$ cat src/rtl/program_loader.sv
// program_loader: streams bytes into instruction memory as little-endian words.
// Holds the CPU in reset while loading and verifies a trailing XOR checksum.
module program_loader #(
    parameter  int WORD_SIZE = 32,
    parameter  int MEM_DEPTH = 32,
    localparam int ADDR_W    = (MEM_DEPTH > 1) ? $clog2(MEM_DEPTH) : 1
) (
    input  logic                 clk,
    input  logic                 rst,
    input  logic                 load_start,
    input  logic                 in_valid,
    input  logic [7:0]           in_data,
    output logic                 in_ready,
    output logic                 imem_we,
    output logic [ADDR_W-1:0]    imem_addr,
    output logic [WORD_SIZE-1:0] imem_wdata,
    output logic                 cpu_hold,
    output logic                 done,
    output logic                 error
);

    typedef enum logic [2:0] {
        IDLE,
        COUNT,
        DATA,
        CHECK,
        DONE,
        ERR
    } state_t;

    state_t               state;
    logic [1:0]           byte_idx;
    logic [ADDR_W-1:0]    word_idx;
    logic [7:0]           n_words;
    logic [WORD_SIZE-1:0] asm_q;
    logic [WORD_SIZE-1:0] csum;
    logic [WORD_SIZE-1:0] word;
    logic                 accept;
    logic                 last_byte;
    logic                 last_word;
    logic                 bad_count;

    assign in_ready  = (state == COUNT) || (state == DATA) || (state == CHECK);
    assign accept    = in_valid && in_ready;
    // New byte enters at the top so byte 0 ends up in bits [7:0].
    assign word      = {in_data, asm_q[WORD_SIZE-1:8]};
    assign last_byte = (byte_idx == 2'd3);
    assign last_word = (8'(word_idx) + 8'd1 == n_words);
    assign bad_count = (in_data == 8'd0) || (in_data > 8'(MEM_DEPTH));

    always_ff @(posedge clk or negedge rst) begin
        if (!rst) begin
            state      <= IDLE;
            byte_idx   <= '0;
            word_idx   <= '0;
            n_words    <= '0;
            asm_q      <= '0;
            csum       <= '0;
            imem_we    <= 1'b0;
            imem_addr  <= '0;
            imem_wdata <= '0;
            cpu_hold   <= 1'b0;
            done       <= 1'b0;
            error      <= 1'b0;
        end else begin
            imem_we <= 1'b0;
            if (accept) begin
                asm_q <= word;
            end
            unique case (state)
                IDLE, DONE, ERR: begin
                    if (load_start) begin
                        state    <= COUNT;
                        cpu_hold <= 1'b1;
                        done     <= 1'b0;
                        error    <= 1'b0;
                    end
                end
                COUNT: begin
                    if (accept) begin
                        if (bad_count) begin
                            state <= ERR;
                            error <= 1'b1;
                        end else begin
                            n_words  <= in_data;
                            word_idx <= '0;
                            byte_idx <= '0;
                            csum     <= '0;
                            state    <= DATA;
                        end
                    end
                end
                DATA: begin
                    if (accept) begin
                        byte_idx <= byte_idx + 2'd1;
                        if (last_byte) begin
                            imem_we    <= 1'b1;
                            imem_addr  <= word_idx;
                            imem_wdata <= word;
                            csum       <= csum ^ word;
                            word_idx   <= word_idx + ADDR_W'(1);
                            if (last_word) begin
                                state <= CHECK;
                            end
                        end
                    end
                end
                CHECK: begin
                    if (accept) begin
                        byte_idx <= byte_idx + 2'd1;
                        if (last_byte) begin
                            if (word == csum) begin
                                state    <= DONE;
                                done     <= 1'b1;
                                cpu_hold <= 1'b0;
                            end else begin
                                state <= ERR;
                                error <= 1'b1;
                            end
                        end
                    end
                end
                default: state <= IDLE;
            endcase
        end
    end

endmodule

$ cat config.mk
export PLATFORM = sky130hd
export DESIGN_NAME = program_loader
export DESIGN_NICKNAME = d
export VERILOG_FILES = /design/src/rtl/program_loader.sv
export SDC_FILE = /design/constraint.sdc
export NUM_CORES = 1
export LEC_CHECK = 0
export ABC_AREA = 0
export CAP_MARGIN = 20
export CORE_MARGIN = 10
export CORE_UTILIZATION = 30
export DETAILED_ROUTE_END_ITERATION = 16
export DONT_BUFFER_PORTS = 1
export GPL_ROUTABILITY_DRIVEN = 0
export PLACE_DENSITY = 0.42
export SETUP_SLACK_MARGIN = 0.2
export SYNTH_ARGS = -nofsm -noshare
export SYNTH_HDL_FRONTEND = slang
export SYNTH_SLANG_ARGS = --single-unit
export TNS_END_PERCENT = 100
$ cat constraint.sdc
create_clock -name clk -period 2.55 [get_ports clk]
set_clock_uncertainty 0.15 [all_clocks]
set_input_delay 0.51 -clock clk [delete_from_list [all_inputs] [get_ports clk]]
set_output_delay 0.51 -clock clk [all_outputs]
set_load 0.005 [all_outputs]
==> flow_metrics.env, run 1 <==
export IMPL_path_clk_slew_ps=50
export IMPL_reg2reg_from="csum[30]$_DFFE_PN0P_"
export IMPL_yosysTopAreaCell="dfrtp_1"
export IMPL_dp_final_hpwl_mm=8.41
export IMPL_drive_gt1_share_pct=14.5
export IMPL_drt_first_iter_violations=230
export IMPL_critical_path_max_fanout=3
export IMPL_nNetsFinal=531
export IMPL_regArea_sq_um=2880
export IMPL_comb_power_share_pct=18.7
export IMPL_start_util_pct=30.9
export IMPL_leakage_uw=0.00292
export IMPL_rsz0062_at_grt="no"
export IMPL_worstMarginPinSlew_ps=641
export IMPL_postRouteAntennaNets=0
export IMPL_area_growth_syn_to_layout_pct=16.6
export IMPL_startpoint="csum[30]$_DFFE_PN0P_"
export IMPL_cts_tree="built"
export IMPL_relSlewSlack_pct=57.3
export IMPL_fillers=1702
export IMPL_drtPass1Iterations=4
export IMPL_synth_fp_nets=522
export IMPL_cts_root_buffer="clkbuf_16"
export IMPL_io_buffer_count=0
export IMPL_numClockSinks=115
export IMPL_finalSetupViolations=0
export IMPL_crit_arrival_ps=2350
export IMPL_synth_common_cells="nand2_1, dfrtp_1, a21oi_1"
export IMPL_yosysSeqAreaShare_pct=55.9
export IMPL_multi_input_area_sq_um=2180
export IMPL_critical_path_class="reg2reg"
export IMPL_required_ps=2700
export IMPL_ios=54
export IMPL_slowest_stage="or3_4"
export IMPL_critPathCaptureType="flip-flop"
export IMPL_hold_class="in2async"
export IMPL_remaining_drc_errors=0
export IMPL_violations="hold timing"
export IMPL_rows=47
export IMPL_via_count=3565
export IMPL_cts_made_buffers=17
export IMPL_chipWidth_um=151
export IMPL_yosysWarnings=0
export IMPL_vdd_drop_max_mv=0.464
export IMPL_max_stage_delay_ps=440
export IMPL_finalNonFillerCells=745
export IMPL_swShare_pct=28.9
export IMPL_fin_crit_sh_pct=86.3
export IMPL_hold_violations=115
export IMPL_cap_violations=0
export IMPL_seqPwrFrac_pct=44.5
export IMPL_routed_wirelength_mm=13.0
export IMPL_grt_overflow_total=0
export IMPL_wl_per_cell_um=17.5
export IMPL_netlist_top_cells_area="dfrtp_1, nand2_1, mux2_2, xor2_1, a21oi_1"
export IMPL_cts_htree_levels=4
export IMPL_yosysUniqueCellTypes=39
export IMPL_synth_most_common_cell="nand2_1"
export IMPL_max_freq_mhz=454
export IMPL_syn_area_sq_um=5150
export IMPL_power_density_nw_per_um2=927
export IMPL_coreArea_sq_um=16700
export IMPL_dp_cells=717
export IMPL_p_int_uw=3960
export IMPL_die_h_um=151
export IMPL_die_area_sq_um=22800
export IMPL_maxSlewViolCount=0
export IMPL_antenna_found_initial=0
export IMPL_crit_path_cell_trace="xor2_1 > nor4_2 > buf_4 > nand4_1 > or3_4 > buf_4 > a22o_1"
export IMPL_antenna_cells=0
export IMPL_netlist_instances=508
export IMPL_synth_edff_count=0
export IMPL_switchingPower_uw=1610
export IMPL_period_needed_ps=2200
export IMPL_clock_path_buffers=2
export IMPL_vias_per_cell=4.79
export IMPL_grt_pass1_wl_mm=21.7
export IMPL_clkPwrFrac_pct=36.8
export IMPL_crit_top_cell="buf_4"
export IMPL_synth_ff_type="dfrtp_1"
export IMPL_grt_max_degree=116
export IMPL_fin_setup_tns_ps=0
export IMPL_synth_top_area_share_pct=55.9
export IMPL_clock_latency_ps=410
export IMPL_grt_pass1_vias=3772
export IMPL_async_flop_share_pct=100
export IMPL_ys_seq_elements=115
export IMPL_syn_avg_cell_area_sq_um=10.1
export IMPL_run_status="complete, but fails checks"
export IMPL_grt_use_total_pct=12.3
export IMPL_hold_slack_ps=-354
export IMPL_worstSetupStartpointType="flip-flop"
-- cells in the final DEF, fill, tap and decap left out, drive strengths merged --
cell    count
and2        2
or3         2
a21o        2
mux2i       2
buf        16
or4         1
nand4       2
o31ai       2
o21ai      26
nor3        2
nor2b       2
nor4        9
nand3b      2
ha          2
clkbuf     27
a211oi      1
xor2       36
xnor2       6
nand2     121
nand2b      1
dfrtp     115
inv         5
mux2       30
nor2       24
or2         1
nor3b       1
a22o        2
a21oi      51
nand4b      1
nand3       5
nor4b       2
o21a       24
-- kinds of logic (layout without fill, tap and decap cells) --
family	count (synthesis)	in the layout	synth area share, %
xor+xnor	42	42	7.14
compound gates	108	108	12.1
mux	32	32	6.95
simple gates	178	178	15.0
flops	115	115	55.9
buf+inv	31	48	2.43
fa+ha+maj	2	2	0.486
-- power groups by stage --
stage	Sequential (uW)	Clock [uW]	Combinational, uW
after floorplan	2410	0	734
after global placement	2510	0	1030
after detailed placement	2520	0	1040
after CTS	2490	2110	1050
after global routing	2540	2190	1150
final	2480	2050	1040
-- path summary, 6_finish.rpt --
check	to	slack, ps	cells past startpoint
worst max-delay path	error$_DFFE_PN0P_	350	7
worst min-delay path	imem_wdata[3]$_DFFE_PN0P_	-350	0
worst max register to register	error$_DFFE_PN0P_	350	7
worst min register to register	byte_idx[0]$_DFFE_PN0P_	330	1
max in group asynchronous	word_idx[4]$_DFFE_PN0P_	2400	0
min in group clk	imem_wdata[31]$_DFFE_PN0P_	50	2
-- sequential cells by signal, indices dropped and copies added, names as in the netlist --
signal	cells
csum	32
state	3
error	1
imem_addr	5
cpu_hold	1
imem_wdata	32
byte_idx	2
word_idx	5
asm_q	24
imem_we	1
done	1
n_words	8
-- routing by layer --
metal / global-route usage, % / vias to the layer above / share of wire, %
li1: - / 1730 / -
met1: 15.6 / 1751 / 46
met2: 19.1 / 70 / 46
met3: 3.58 / 14 / 5.7
met4: 5.49 / 0 / 1.8
met5: 0 / - / 0
-- through the flow --
stage | instance area [sq um] | utilization, % | setup slack [ps] | hold slack [ps] | total power (uW)
2_1_floorplan | 5150 | - | 250 | 64.4 | 3140
3_3_place_gp | 5480 | 32.8 | 130 | 72.2 | 3550
3_5_place_dp | 5480 | 32.8 | 78.3 | 72.2 | 3560
4_1_cts | 5980 | 35.8 | 245 | -370 | 5650
5_1_grt | 6010 | 36.0 | 176 | -371 | 5880
6_report | 6010 | 36.0 | 348 | -354 | 5570
-- cell type report --
cell class / count / share of cell area (%)
clock buffer: 27 / 8.21
tap: 220 / 4.58
sequential: 115 / 47.9
inverter: 5 / 0.312
multi-input combinational: 362 / 36.3
timing repair buffer: 16 / 2.69
-- worst max-delay path, delay by kind of cell, from the launching register on --
kind | cells | cell delay, ps
AO/OA/AOI/OAI | 1 | 190
XOR/XNOR | 1 | 180
buffers and inverters | 2 | 320
flip-flops | 1 | 400
AND/OR/NAND/NOR | 3 | 860
-- repair_timing --
action	in CTS	in global routing
hold endpoints to repair	115	115
pin swaps	0	1
resized for setup	2	3
endpoints found under the setup margin	3	5
buffers inserted	0	1
cloned	0	0
(Power assumes the default switching activity.)
==> inputs of run 2 (changes only) <==
- CELL_PAD_IN_SITES_DETAIL_PLACEMENT: not set -> 0
- CELL_PAD_IN_SITES_GLOBAL_PLACEMENT: not set -> 1
- PLACE_DENSITY: 0.42 -> 0.5
==> run 2 against run 1 <==
The run still ends with hold timing left. Register-to-register slack got worse by 30 ps. Largest power group unchanged. Critical endpoint is now cpu_hold$_DFFE_PN0P_. Sequential cell count stayed put. Utilization increased by 0.58 points. Via count increased by 0.98%.
==> flow_metrics.env, run 2 (synthesis gave the netlist of run 1 again) <==
export IMPL_antenna_cells=0
export IMPL_critPathBufInv=2
export IMPL_coreArea_sq_um=16700
export IMPL_cap_violations=0
export IMPL_clock_latency_ps=420
export IMPL_r2r_end="cpu_hold$_DFFE_PN0P_"
export IMPL_routed_wirelength_mm=13.6
export IMPL_drtPass1Iterations=4
export IMPL_antenna_found_initial=0
export IMPL_grt_pass1_vias=3629
export IMPL_critPathTopFamily="simple AND/OR/NAND/NOR gates"
export IMPL_cts_tree="built"
export IMPL_die_area_sq_um=22800
export IMPL_reg2reg_depth=8
export IMPL_hold_class="in2async"
export IMPL_crit_path_cell_trace="xor2_1 > nor4_2 > buf_4 > nand4_1 > or3_4 > nor4_2 > buf_4 > a21oi_1"
export IMPL_reg2reg_from="asm_q[30]$_DFFE_PN0P_"
export IMPL_dpl_cell_area_sq_um=5510
export IMPL_postLayoutCellArea_sq_um=6100
export IMPL_via_count=3600
export IMPL_hold_violations=115
export IMPL_grt_overflow_total=0
export IMPL_hold_slack_ps=-361
export IMPL_io_buffer_count=0
export IMPL_start_util_pct=30.9
export IMPL_clock_path_buffers=2
export IMPL_required_ps=2700
export IMPL_pre_cts_ws_ps=46.4
export IMPL_fin_crit_sh_pct=87.5
export IMPL_vdd_drop_max_mv=0.543
export IMPL_grt_pass1_wl_mm=21.8
export IMPL_cts_root_buffer="clkbuf_16"
export IMPL_multi_input_area_sq_um=2170
export IMPL_layout_common_cells="nand2_1, dfrtp_1, a21oi_1"
export IMPL_ios=54
export IMPL_critical_path_max_fanout=4
export IMPL_remaining_drc_errors=0
export IMPL_reg_top3="csum (32), imem_wdata (32), asm_q (24)"
export IMPL_max_stage_delay_ps=430
export IMPL_numClockSinks=115
export IMPL_drive_gt1_share_pct=16.9
export IMPL_final_common_cell="nand2_1"
export IMPL_max_freq_mhz=448
export IMPL_fin_setup_tns_ps=0
export IMPL_leakage_uw=0.00298
export IMPL_rows=47
export IMPL_rsz0062_at_grt="no"
export IMPL_final_util_pct=36.5
export IMPL_relSlewSlack_pct=42.0
export IMPL_path_clk_slew_ps=50
export IMPL_crit_arrival_ps=2380
export IMPL_nNetsFinal=537
export IMPL_area_growth_syn_to_layout_pct=18.5
export IMPL_violations="hold timing"
export IMPL_r2r_setup_slack_ps=320
export IMPL_power_density_nw_per_um2=959
export IMPL_dp_final_hpwl_mm=8.56
export IMPL_drt_first_iter_violations=206
export IMPL_cts_htree_levels=4
export IMPL_worstMarginPinSlew_ps=870
export IMPL_critical_path_class="reg2reg"
export IMPL_wl_per_cell_um=18.1
export IMPL_vias_per_cell=4.77
export IMPL_finalSetupViolations=0
export IMPL_grt_max_degree=116
export IMPL_chipWidth_um=151
export IMPL_cts_made_buffers=17
export IMPL_grt_use_total_pct=12.6
export IMPL_regArea_sq_um=2880
export IMPL_worstSetupStartpointType="flip-flop"
export IMPL_period_needed_ps=2230
export IMPL_slowest_stage="dfrtp_2"
export IMPL_run_status="complete, but fails checks"
export IMPL_fillers=1740
export IMPL_fin_ws_ps=318
export IMPL_postRouteAntennaNets=0
export IMPL_critPathCaptureType="flip-flop"
export IMPL_die_h_um=151
export IMPL_maxSlewViolCount=0
[run 2: final cells by class]
class / count / share of cell area, %
timing repair buffer: 22 / 3.32
multi-input combinational: 362 / 35.6
clock buffer: 25 / 8.28
tap: 220 / 4.51
clock inverter: 5 / 0.820
sequential: 115 / 47.2
inverter: 5 / 0.308
[run 2: per-layer routing]
| metal | part of all wire [%] | global-route usage, % | vias up |
|---|---|---|---|
| li1 | - | - | 1745 |
| met1 | 48 | 17.0 | 1777 |
| met2 | 46 | 18.2 | 57 |
| met3 | 4.8 | 4.27 | 21 |
| met4 | 1.5 | 4.81 | 0 |
| met5 | 0 | 0 | - |
[run 2: through the flow]
step | instances | power, uW
after floorplan | 508 | 3140
after global placement | 721 | 3590
after detailed placement | 721 | 3600
after CTS | 751 | 5890
after global routing | 754 | 6170
final | 754 | 5850
[run 2: worst max-delay path by stage]
stage                                     start              endpoint  cells past startpoint
after floorplan                      in_data[4]   csum[3]$_DFFE_PN0P_                      7
after global placement    asm_q[30]$_DFFE_PN0P_  cpu_hold$_DFFE_PN0P_                      8
after detailed placement  asm_q[30]$_DFFE_PN0P_  cpu_hold$_DFFE_PN0P_                      8
after CTS                  csum[30]$_DFFE_PN0P_  cpu_hold$_DFFE_PN0P_                      8
after global routing       csum[22]$_DFFE_PN0P_  cpu_hold$_DFFE_PN0P_                      8
final                     asm_q[30]$_DFFE_PN0P_  cpu_hold$_DFFE_PN0P_                      8
[run 2: power by group]
group	internal [uW]	switching (uW)	leakage (uW)	total (uW)
Combinational	596	523	0.00117	1120
Clock	1450	806	0.000279	2260
Sequential	2110	365	0.00153	2480
Total	4160	1690	0.00298	5850
[run 2: timing repair]
action | CTS | global route
endpoints found under the setup margin | 4 | 3
buffers inserted | 0 | 3
resized for setup | 1 | 3
endpoints found under the hold margin | 115 | 115
pin swaps | 1 | 1
